### src/rtl/opb_sw_reg_pkg.sv
// Shared definitions for the OPB software-register slaves.
//   - Register offsets inside the decoded window (word aligned).
//   - CTRL register bit positions (little-endian word numbering).
//   - Acknowledge FSM state type.
package opb_sw_reg_pkg;

  localparam logic [31:0] OFF_DATA = 32'h0000_0000;
  localparam logic [31:0] OFF_CTRL = 32'h0000_0004;
  localparam logic [31:0] OFF_CNT  = 32'h0000_0008;

  localparam int unsigned CTRL_NEW_BIT    = 31;
  localparam int unsigned CTRL_FREEZE_BIT = 0;

  typedef enum logic {
    StIdle,
    StAck
  } ack_state_e;

endpackage

### src/rtl/opb_register_simulink2ppc_if.sv
// OPB bus bundle between the bus (master modport) and one software-register slave (slave modport).
// Signal names and big-endian [0:N] ranges follow the OPB convention: bit 0 is the MSB.
//   OPB_ABus/OPB_BE/OPB_DBus/OPB_RNW/OPB_select/OPB_seqAddr : bus -> slave
//   Sl_DBus/Sl_errAck/Sl_retry/Sl_toutSup/Sl_xferAck         : slave -> bus
interface opb_register_simulink2ppc_if;

  logic [0:31] OPB_ABus;
  logic [0:3]  OPB_BE;
  logic [0:31] OPB_DBus;
  logic        OPB_RNW;
  logic        OPB_select;
  logic        OPB_seqAddr;

  logic [0:31] Sl_DBus;
  logic        Sl_errAck;
  logic        Sl_retry;
  logic        Sl_toutSup;
  logic        Sl_xferAck;

  modport master (
    output OPB_ABus, OPB_BE, OPB_DBus, OPB_RNW, OPB_select, OPB_seqAddr,
    input  Sl_DBus, Sl_errAck, Sl_retry, Sl_toutSup, Sl_xferAck
  );

  modport slave (
    input  OPB_ABus, OPB_BE, OPB_DBus, OPB_RNW, OPB_select, OPB_seqAddr,
    output Sl_DBus, Sl_errAck, Sl_retry, Sl_toutSup, Sl_xferAck
  );

endinterface

### src/rtl/opb_slave_ack_fsm.sv
// Address decode and one-cycle acknowledge sequencer for an OPB software-register slave.
// Ports:
//   clk_i      - OPB clock
//   rst_i      - synchronous active-high reset
//   select_i   - OPB_select
//   addr_i     - OPB address, numeric value (MSB at bit 31)
//   start_o    - a transfer is accepted on this edge (IDLE and hit)
//   offset_o   - word-aligned offset of addr_i from C_BASEADDR
//   xfer_ack_o - high for exactly the cycle after an accepted transfer
module opb_slave_ack_fsm
  import opb_sw_reg_pkg::*;
#(
  parameter logic [31:0] C_BASEADDR = 32'h0000_0000,
  parameter logic [31:0] C_HIGHADDR = 32'h0000_00FF
) (
  input  logic        clk_i,
  input  logic        rst_i,
  input  logic        select_i,
  input  logic [31:0] addr_i,
  output logic        start_o,
  output logic [31:0] offset_o,
  output logic        xfer_ack_o
);

  localparam logic [31:0] Span = C_HIGHADDR - C_BASEADDR;

  ack_state_e state_d, state_q;

  // A 33-bit subtraction gives both the offset and "addr below base" (the borrow),
  // avoiding a compare against a base that may be zero.
  logic [32:0] diff;
  logic        hit;

  assign diff     = {1'b0, addr_i} - {1'b0, C_BASEADDR};
  assign hit      = select_i && !diff[32] && (diff[31:0] <= Span);
  assign offset_o = {diff[31:2], 2'b00};

  logic unused_diff;
  assign unused_diff = ^diff[1:0];

  always_comb begin
    state_d = state_q;
    start_o = 1'b0;
    case (state_q)
      StIdle: begin
        if (hit) begin
          state_d = StAck;
          start_o = 1'b1;
        end
      end
      StAck: begin
        state_d = StIdle;
      end
    endcase
  end

  assign xfer_ack_o = (state_q == StAck);

  always_ff @(posedge clk_i) begin
    if (rst_i) begin
      state_q <= StIdle;
    end else begin
      state_q <= state_d;
    end
  end

endmodule

### src/rtl/opb_register_simulink2ppc.sv
// OPB slave that lets the processor read a 32-bit word produced by user logic.
// Register window (offsets from C_BASEADDR, ABus[30:31] ignored):
//   0x0 DATA  read-only latched user word (writes acked and dropped)
//   0x4 CTRL  bit31 new_flag (RO), bit0 freeze (RW, written only when BE[3]=1)
//   0x8 CNT   accepted-capture count, write clears (only with SIMULINK2PPC_CAPTURE_COUNT_EN)
//   others    acked, read 0
// Ports:
//   OPB_Clk, OPB_Rst            - clock, synchronous active-high reset
//   opb                         - OPB slave bundle (see opb_register_simulink2ppc_if)
//   user_data_in/user_data_valid - user word and its capture strobe (OPB_Clk domain)
// Optional macro: SIMULINK2PPC_CAPTURE_COUNT_EN enables the capture counter at 0x8.
module opb_register_simulink2ppc
  import opb_sw_reg_pkg::*;
#(
  parameter logic [31:0]  C_BASEADDR   = 32'h0000_0000,
  parameter logic [31:0]  C_HIGHADDR   = 32'h0000_00FF,
  parameter int unsigned  C_OPB_AWIDTH = 32,
  parameter int unsigned  C_OPB_DWIDTH = 32,
  parameter logic [63:0]  C_FAMILY     = "virtex5"
) (
  input  logic                              OPB_Clk,
  input  logic                              OPB_Rst,
  opb_register_simulink2ppc_if.slave        opb,
  input  logic [31:0]                       user_data_in,
  input  logic                              user_data_valid
);

  logic [31:0] abus;
  logic [31:0] wdata;
  logic        start;
  logic [31:0] offset;
  logic        xfer_ack;

  // [0:31] -> [31:0] preserves numeric value, so word bit i == DBus[31-i].
  assign abus  = opb.OPB_ABus;
  assign wdata = opb.OPB_DBus;

  opb_slave_ack_fsm #(
    .C_BASEADDR (C_BASEADDR),
    .C_HIGHADDR (C_HIGHADDR)
  ) u_ack_fsm (
    .clk_i      (OPB_Clk),
    .rst_i      (OPB_Rst),
    .select_i   (opb.OPB_select),
    .addr_i     (abus),
    .start_o    (start),
    .offset_o   (offset),
    .xfer_ack_o (xfer_ack)
  );

  logic rd, wr, capture;
  assign rd      = start && opb.OPB_RNW;
  assign wr      = start && !opb.OPB_RNW;
  assign capture = user_data_valid && !freeze_q;

  logic [31:0] data_d, data_q;
  logic        new_flag_d, new_flag_q;
  logic        freeze_d, freeze_q;
  logic [31:0] sl_dbus_d, sl_dbus_q;
  logic [31:0] rdata;

`ifdef SIMULINK2PPC_CAPTURE_COUNT_EN
  logic [31:0] cnt_d, cnt_q;

  always_comb begin
    cnt_d = cnt_q;
    if (wr && offset == OFF_CNT) begin
      // A clear that coincides with a capture counts that capture.
      cnt_d = capture ? 32'd1 : 32'd0;
    end else if (capture) begin
      cnt_d = cnt_q + 32'd1;
    end
  end

  always_ff @(posedge OPB_Clk) begin
    if (OPB_Rst) begin
      cnt_q <= '0;
    end else begin
      cnt_q <= cnt_d;
    end
  end
`endif

  always_comb begin
    rdata = '0;
    if (offset == OFF_DATA) begin
      rdata = data_q;
    end else if (offset == OFF_CTRL) begin
      rdata[CTRL_NEW_BIT]    = new_flag_q;
      rdata[CTRL_FREEZE_BIT] = freeze_q;
    end
`ifdef SIMULINK2PPC_CAPTURE_COUNT_EN
    else if (offset == OFF_CNT) begin
      rdata = cnt_q;
    end
`endif
  end

  always_comb begin
    data_d     = data_q;
    new_flag_d = new_flag_q;
    freeze_d   = freeze_q;
    // Read data is loaded only on the accepting edge, so it is nonzero only in the ack cycle.
    sl_dbus_d  = rd ? rdata : '0;

    if (capture) begin
      data_d = user_data_in;
    end

    // Set wins over a coincident DATA-read clear.
    if (capture) begin
      new_flag_d = 1'b1;
    end else if (rd && offset == OFF_DATA) begin
      new_flag_d = 1'b0;
    end

    if (wr && offset == OFF_CTRL && opb.OPB_BE[3]) begin
      freeze_d = wdata[CTRL_FREEZE_BIT];
    end
  end

  always_ff @(posedge OPB_Clk) begin
    if (OPB_Rst) begin
      data_q     <= '0;
      new_flag_q <= 1'b0;
      freeze_q   <= 1'b0;
      sl_dbus_q  <= '0;
    end else begin
      data_q     <= data_d;
      new_flag_q <= new_flag_d;
      freeze_q   <= freeze_d;
      sl_dbus_q  <= sl_dbus_d;
    end
  end

  assign opb.Sl_DBus    = sl_dbus_q;
  assign opb.Sl_xferAck = xfer_ack;
  assign opb.Sl_errAck  = 1'b0;
  assign opb.Sl_retry   = 1'b0;
  assign opb.Sl_toutSup = 1'b0;

  // Bus fields this register never looks at, plus pass-through configuration.
  logic unused_opb;
  assign unused_opb = ^{opb.OPB_seqAddr, opb.OPB_BE[0:2], wdata[31:1], C_FAMILY,
                        C_OPB_AWIDTH, C_OPB_DWIDTH};

endmodule

### src/flat_wrapper.sv
// flat-port wrapper written by rule: the top's interface ports become plain ports
module opb_register_simulink2ppc_flat import opb_sw_reg_pkg::*;
#(
  parameter logic [31:0]  C_BASEADDR   = 32'h0000_0000,
  parameter logic [31:0]  C_HIGHADDR   = 32'h0000_00FF,
  parameter int unsigned  C_OPB_AWIDTH = 32,
  parameter int unsigned  C_OPB_DWIDTH = 32,
  parameter logic [63:0]  C_FAMILY     = "       "
)
  (OPB_Clk, OPB_Rst, user_data_in, user_data_valid, opb_OPB_ABus, opb_OPB_BE, opb_OPB_DBus, opb_OPB_RNW, opb_OPB_select, opb_OPB_seqAddr, opb_Sl_DBus, opb_Sl_errAck, opb_Sl_retry, opb_Sl_toutSup, opb_Sl_xferAck);
  opb_register_simulink2ppc_if opb_i ();
  input  logic OPB_Clk;
  input  logic OPB_Rst;
  input  logic [31:0] user_data_in;
  input  logic user_data_valid;
  input wire logic [$bits(opb_i.OPB_ABus)-1:0] opb_OPB_ABus;
  input wire logic [$bits(opb_i.OPB_BE)-1:0] opb_OPB_BE;
  input wire logic [$bits(opb_i.OPB_DBus)-1:0] opb_OPB_DBus;
  input wire logic [$bits(opb_i.OPB_RNW)-1:0] opb_OPB_RNW;
  input wire logic [$bits(opb_i.OPB_select)-1:0] opb_OPB_select;
  input wire logic [$bits(opb_i.OPB_seqAddr)-1:0] opb_OPB_seqAddr;
  output wire logic [$bits(opb_i.Sl_DBus)-1:0] opb_Sl_DBus;
  output wire logic [$bits(opb_i.Sl_errAck)-1:0] opb_Sl_errAck;
  output wire logic [$bits(opb_i.Sl_retry)-1:0] opb_Sl_retry;
  output wire logic [$bits(opb_i.Sl_toutSup)-1:0] opb_Sl_toutSup;
  output wire logic [$bits(opb_i.Sl_xferAck)-1:0] opb_Sl_xferAck;
  assign opb_i.OPB_ABus = opb_OPB_ABus;
  assign opb_i.OPB_BE = opb_OPB_BE;
  assign opb_i.OPB_DBus = opb_OPB_DBus;
  assign opb_i.OPB_RNW = opb_OPB_RNW;
  assign opb_i.OPB_select = opb_OPB_select;
  assign opb_i.OPB_seqAddr = opb_OPB_seqAddr;
  assign opb_Sl_DBus = opb_i.Sl_DBus;
  assign opb_Sl_errAck = opb_i.Sl_errAck;
  assign opb_Sl_retry = opb_i.Sl_retry;
  assign opb_Sl_toutSup = opb_i.Sl_toutSup;
  assign opb_Sl_xferAck = opb_i.Sl_xferAck;
  opb_register_simulink2ppc #(.C_BASEADDR(C_BASEADDR), .C_HIGHADDR(C_HIGHADDR), .C_OPB_AWIDTH(C_OPB_AWIDTH), .C_OPB_DWIDTH(C_OPB_DWIDTH), .C_FAMILY(C_FAMILY)) u_core (.OPB_Clk(OPB_Clk), .OPB_Rst(OPB_Rst), .opb(opb_i), .user_data_in(user_data_in), .user_data_valid(user_data_valid));
endmodule
### config.mk
export PLATFORM = sky130hd
export DESIGN_NAME = opb_register_simulink2ppc_flat
export DESIGN_NICKNAME = d
export VERILOG_FILES = /design/src/rtl/opb_sw_reg_pkg.sv /design/src/rtl/opb_register_simulink2ppc_if.sv /design/src/rtl/opb_slave_ack_fsm.sv /design/src/rtl/opb_register_simulink2ppc.sv /design/src/flat_wrapper.sv
export SDC_FILE = /design/constraint.sdc
export NUM_CORES = 1
export LEC_CHECK = 0
export ABC_AREA = 0
export BUFFER_PORTS_ARGS = -buffer_cell sky130_fd_sc_hd__buf_2
export CAP_MARGIN = 10
export CORE_UTILIZATION = 34
export CTS_CLUSTER_SIZE = 25
export DETAILED_ROUTE_END_ITERATION = 7
export PLACE_DENSITY = 0.69
export SYNTH_ARGS = -nofsm -noshare
export SYNTH_HDL_FRONTEND = slang
export SYNTH_SLANG_ARGS = --single-unit
### constraint.sdc
create_clock -name OPB_Clk -period 1.23 [get_ports OPB_Clk]
set_input_delay 0.123 -clock OPB_Clk [delete_from_list [all_inputs] [get_ports OPB_Clk]]
set_output_delay 0.123 -clock OPB_Clk [all_outputs]
set_load 0.005 [all_outputs]
==> results of run 1 <==
## power by group through the flow
stage	registers, mW	clock network [mW]	logic (mW)
6_report	2.25	1.94	0.275
3_3_place_gp	2.30	0	0.268
3_5_place_dp	2.30	0	0.273
5_1_grt	2.26	2.09	0.313
4_1_cts	2.25	1.99	0.278
2_1_floorplan	2.30	0	0.129
## synth_stat cells, types with 2 or more instances
master / count
a21oi_1: 33
a21boi_0: 2
nor2b_1: 2
nand4_1: 3
nand2b_1: 4
and2_1: 30
clkbuf_2: 3
dfxtp_1: 67
nor4_1: 6
nand2_1: 66
clkbuf_1: 12
buf_4: 3
## cells by family after synthesis
logic type | count (synthesis) | share of synthesized area, %
compound gates | 36 | 8.38
buf+inv | 18 | 3.69
flops | 67 | 59.9
mux | 1 | 0.447
other cells | 1 | 0.167
simple gates | 120 | 27.4
## sequential cells by signal (all words and copies together), names as in the netlist
| signal | cells |
|---|---|
| u_core.new_flag_q | 1 |
| u_core.opb.Sl_DBus | 32 |
| u_core.u_ack_fsm.xfer_ack_o | 1 |
| u_core.freeze_q | 1 |
| u_core.data_q | 32 |
## layer usage
layer | GRT usage, % | vias to the layer above
li1 | - | 1007
met1 | 16.7 | 866
met2 | 24.3 | 63
met3 | 6.26 | 4
met4 | 5.64 | 0
met5 | 0 | -
## critical path, stage by stage, from the launching register on
cell and delay, ns:
dfxtp_2 0.33, nor4_2 0.14, nand4_1 0.24, nor4_4 0.25
buf_4 0.19, buf_6 0.12, and2_1 0.12
## what timing repair did
| item | 4_1_cts | 5_1_grt |
|---|---|---|
| pin swaps | 1 | 3 |
| gates resized for setup | 10 | 5 |
| cloned | 1 | 0 |
| buffers inserted | 2 | 1 |
| endpoints found under the hold margin | 0 | 0 |
| endpoints found under the setup margin | 34 | 37 |
## final cells by class
type	count	share of cell area, %
Timing Repair Buffer	116	19.9
Multi-Input combinational cell	160	27.8
Clock buffer	13	5.63
Tap cell	77	3.03
Clock inverter	3	1.38
Sequential cell	67	42.3
## path summary, 6_finish.rpt
path                                     from                     end  slack [ns]
hold / removal               user_data_in[17]       u_core.data_q[17]        0.02
hold reg to reg              u_core.data_q[6]        u_core.data_q[6]        0.45
setup / recovery  u_core.u_ack_fsm.xfer_ack_o  u_core.opb.Sl_DBus[22]       -0.22
setup reg to reg  u_core.u_ack_fsm.xfer_ack_o  u_core.opb.Sl_DBus[22]       -0.22
## layout by cell type (no fill, tap or decap), drive strengths merged
cell type / synthesis / routed
buf: 3 / 116
dfxtp: 67 / 67
nand2: 66 / 66
a21oi: 33 / 33
and2: 30 / 30
clkbuf: 15 / 13
nor4: 8 / 8
nand2b: 4 / 4
nand4: 3 / 3
conb: 1 / 3
a21boi: 2 / 2
nor2b: 2 / 2
clkinv: 0 / 2
nand4bb: 1 / 1
nor2: 1 / 1
nor4b: 1 / 1
nand3: 1 / 1
nor4bb: 1 / 1
nor3: 1 / 1
nand3b: 1 / 1
mux2i: 1 / 1
o31ai: 1 / 1
bufinv: 0 / 1
## stage by stage
stage          worst slack (ns)  hold slack (ns)  power, mW  instance area, um2  util (%)
3_3_place_gp             -0.288            0.365       2.57                2870      45.1
6_report                 -0.217           0.0226       4.47                3180      50.0
3_5_place_dp             -0.329            0.369       2.58                2870      45.1
4_1_cts                  -0.198          0.00697       4.52                3150      49.6
5_1_grt                  -0.299           0.0179       4.67                3180      50.0
2_1_floorplan           -0.0349            0.259       2.42                2250         -
==> flow_summary.toml, run 1 <==
[run]
cap_violations = 0

[setup_path]
worstSetupPathType = "reg2reg"
cp.required_ns = 1.50
reg2regPathDepth = 6
cp-start-kind = "register"
critPathArrivalTime_ns = 1.72
path_max_fanout = 7
endpoint_kind = "register"

[finish]
multi_input_comb_area_um2 = 882
final_nets = 460
stdcell_count = 436
drive_above_1_share_pct = 39.6
area_growth_pct = 41.8
nFillCells = 611
n_antenna_cell = 0
register_area_mm2 = 0.00134

[clock_network]
ctsHoldBuffers = 0
cts.sinks = 67
clock_path_buffers = 2
clkLatencyLatePin_ns = 0.33
htree_num_levels = 3
path_clk_slew_ns = 0.07
cts_made_buffers = 9
root_buffer = "clkbuf_8"
cts_tree = "done"

[yosys]
synth_cells = 243
ys_ff_latch = 67
synth_top_area_share_pct = 59.9
syn-mean-instance-area_um2 = 9.22
synth_area_mm2 = 0.00224
synth_ff_type = "dfxtp_1"
synth_area_leaders = "dfxtp_1 (60%), nand2_1 (11%), and2_1 (8.4%)"
yosysWarningCount = 0
synthDistinctLibCells = 24
ys_seq_area_share_pct = 59.9
synthArstFlopShare_pct = 0
synth_edf_count = 0
yosysTopAreaCell = "dfxtp_1"

[power_and_ir_drop]
power_density_mw_per_mm2 = 1410
intPower_mw = 3.53
p_sw_share_pct = 21.0
leakage_nw = 1.49
power_frac_comb_pct = 6.2
seqPwrFrac_pct = 50.5
switchingPower_uw = 940
max-vdd-ir-drop_mv = 0.962
p_clk_share_pct = 43.4

[floorplanning]
fp.dieH_um = 83.2
die-area_mm2 = 0.00692
die_x_um = 83.2
ioPinCount = 142
initial_core_util_pct = 35.3
core_mm2 = 0.00635
rows = 29

[placed_design]
place.gp.congestion = 0.762
port_buffers = 101
placed_cells = 416
dpl.hpwl_um = 3410

[status]
violations = "negative setup slack"
status = "finished, violations left"

[worst_hold_path]
min_path_cells = 3
hp-class = "in2reg"

[route]
wl_per_cell_um = 11.2
vias_per_cell = 4.45
dr_wl_met2_um = 2440
top_layer_used = "met4"
dr_wl_met3_um = 300
drt_first_pass_iters = 4
drc = 0
ant_nets = 0
met1Wirelength_um = 2110
drt_iter0_markers = 36
vias = 1940
drt-total-wl_um = 4890

[sta]
clock_skew_ns = 0.00790
setup_tns_ns = -5.80
hold_viol = 0
grt_setup_unrepaired = "yes"
finalSetupViolCount = 34
max_freq_ghz = 0.691
finalMaxSlewViolations = 0
timing.final.crit_share_pct = 118
setup_ws_ns = -0.217
min_period_ns = 1.45

[global_routing]
grt_overflow = 0
grt_max_degree = 25
gr-usage-all-layers_pct = 14.7
antenna_found_initial = 0
grt_pass1_vias = 1754
grt_pass1_wl_um = 7890
Note: power is estimated with default switching activity, not from simulation.
==> inputs of run 2 (changes only) <==
--- a/config.mk
+++ b/config.mk
@@ -11,7 +11,8 @@
 export CORE_UTILIZATION = 34
 export CTS_CLUSTER_SIZE = 25
 export DETAILED_ROUTE_END_ITERATION = 7
-export PLACE_DENSITY = 0.69
+export GPL_TIMING_DRIVEN = 0
+export PLACE_DENSITY = 0.66
 export SYNTH_ARGS = -nofsm -noshare
 export SYNTH_HDL_FRONTEND = slang
 export SYNTH_SLANG_ARGS = --single-unit
==> constraint.sdc (replaced) <==
create_clock -name OPB_Clk -period 1.4 [get_ports OPB_Clk]
set_input_delay 0.14 -clock OPB_Clk [delete_from_list [all_inputs] [get_ports OPB_Clk]]
set_output_delay 0.14 -clock OPB_Clk [all_outputs]
set_load 0.005 [all_outputs]
==> run 2 against run 1 <==
The run still ends with negative setup slack left. Maximum frequency grew 1.9%. Combinational power shrank 13%. Global-route usage grew 0.86 points. Non-clock buffer count grew 5. Clock power shrank 7%. Die area is the same. Hold slack gained 0.011 ns. Total power shrank 9.9%.
==> flow_summary.toml, run 2 (synthesis gave the netlist of run 1 again) <==
[status]
status = "finished, violations left"
violations = "negative setup slack"

[finish]
nFillCells = 614
layout_common_cells = "buf_2 (102), nand2_1 (66), dfxtp_1 (66)"
stdcell_count = 441
drive_above_1_share_pct = 37.9
multi_input_comb_area_um2 = 852
area_growth_pct = 41.8
n_antenna_cell = 0
final_nets = 465
fin_util_pct = 50.0
register_area_mm2 = 0.00134
final_common_cell = "buf_2"

[clock_network]
clock_path_buffers = 2
root_buffer = "clkbuf_8"
cts.sinks = 67
ctsHoldBuffers = 0
htree_num_levels = 3
path_clk_slew_ns = 0.07
cts_tree = "done"
cts_made_buffers = 9
clkLatencyLatePin_ns = 0.34

[sta]
min_period_ns = 1.42
slew_headroom_pct = 65.4
max_slew.worst_pin.slew_ns = 0.519
timing.final.crit_share_pct = 101
hold_viol = 0
clock_skew_ns = 0.00690
max_freq_ghz = 0.704
finalMaxSlewViolations = 0
finalSetupViolCount = 15
setup_ws_ns = -0.0203
setup_tns_ns = -0.195
grt_setup_unrepaired = "yes"

[global_routing]
antenna_found_initial = 0
grt_pass1_vias = 1832
gr-usage-all-layers_pct = 15.5
grt_pass1_wl_um = 8230
grt_max_degree = 12
grt_overflow = 0

[floorplanning]
core_mm2 = 0.00635
fp.dieH_um = 83.2
ioPinCount = 142
die-area_mm2 = 0.00692
rows = 29
die_x_um = 83.2
initial_core_util_pct = 35.3

[placed_design]
place.gp.congestion = 0.824
placed_cells = 422
port_buffers = 100
dpl.hpwl_um = 3430

[setup_path]
endpoint_kind = "register"
critPathArrivalTime_ns = 1.70
path_max_fanout = 5
cp-start-kind = "register"
worstSetupPathType = "reg2reg"
reg2regPathDepth = 6
cp.required_ns = 1.68

[run]
cap_violations = 0

[route]
ant_nets = 0
wl_per_cell_um = 11.3
vias_per_cell = 4.45
drt-total-wl_um = 4980
drc = 0
vias = 1964
drt_iter0_markers = 31
drt_first_pass_iters = 4

[power_and_ir_drop]
power_density_mw_per_mm2 = 1270
leakage_nw = 1.48
max-vdd-ir-drop_mv = 0.707
p_total_mw = 4.02

[worst_hold_path]
hp-class = "in2reg"
min_path_cells = 3
## run 2: cell types whose count changed in the layout (fill, tap and decap cells not counted), moves of 3 or more
cell | previous run | this run
clkbuf_1 | 0 | 6
buf_4 | 11 | 5
buf_6 | 4 | 1
clkbuf_2 | 0 | 3
## run 2: power breakdown
| part | total, mW | switching, mW | internal, mW |
|---|---|---|---|
| combinational | 0.240 | 0.118 | 0.122 |
| clock | 1.81 | 0.708 | 1.10 |
| sequential | 1.98 | 0.0202 | 1.96 |
| total | 4.02 | 0.847 | 3.18 |
## run 2: through the flow
step	hold slack (ns)	instance area, um2	setup WS, ns
final	0.0340	3180	-0.0203
after global routing	0.0279	3180	-0.0590
after CTS	0.0189	3160	0.00245
after detailed placement	0.387	2840	-0.355
after global placement	0.383	2840	-0.333
after floorplan	0.276	2250	0.0755
## run 2: worst paths after layout
| check | from | endpoint | slack (ns) |
|---|---|---|---|
| worst min-delay path | user_data_in[18] | u_core.data_q[18] | 0.03 |
| worst max register to register | u_core.u_ack_fsm.xfer_ack_o | u_core.opb.Sl_DBus[20] | -0.02 |
| worst max-delay path | u_core.u_ack_fsm.xfer_ack_o | u_core.opb.Sl_DBus[20] | -0.02 |
| worst min register to register | u_core.data_q[28] | u_core.opb.Sl_DBus[3] | 0.45 |
## run 2: final cells by class
type | count | share of cell area, %
clock inverter | 4 | 2.29
multi-input combinational | 160 | 26.8
buffer | 17 | 3.66
sequential | 67 | 42.3
clock buffer | 12 | 4.89
tap | 77 | 3.03
timing repair buffer | 104 | 17.0
## run 2: layer usage
| metal | vias up | GRT usage (%) | wire length, um | part of all wire, % |
|---|---|---|---|---|
| li1 | 1017 | - | - | - |
| met1 | 869 | 17.0 | 2150 | 43 |
| met2 | 68 | 26.5 | 2390 | 48 |
| met3 | 10 | 5.37 | 341 | 6.9 |
| met4 | 0 | 7.99 | 91 | 1.8 |
| met5 | - | 0 | 0 | 0 |
## run 2: timing repair
item | 4_1_cts | 5_1_grt
setup endpoints to repair | 60 | 64
cloned | 2 | 0
gates resized for setup | 15 | 16
pin swaps | 2 | 1
setup buffers | 2 | 0
endpoints found under the hold margin | 0 | 0
## run 2: critical path: stages (launching register included)
cell      delay [ns]
dfxtp_2         0.33
nor4_2          0.13
nand4_1         0.25
nor4_4          0.23
buf_6           0.17
clkbuf_8        0.14
and2_1          0.12
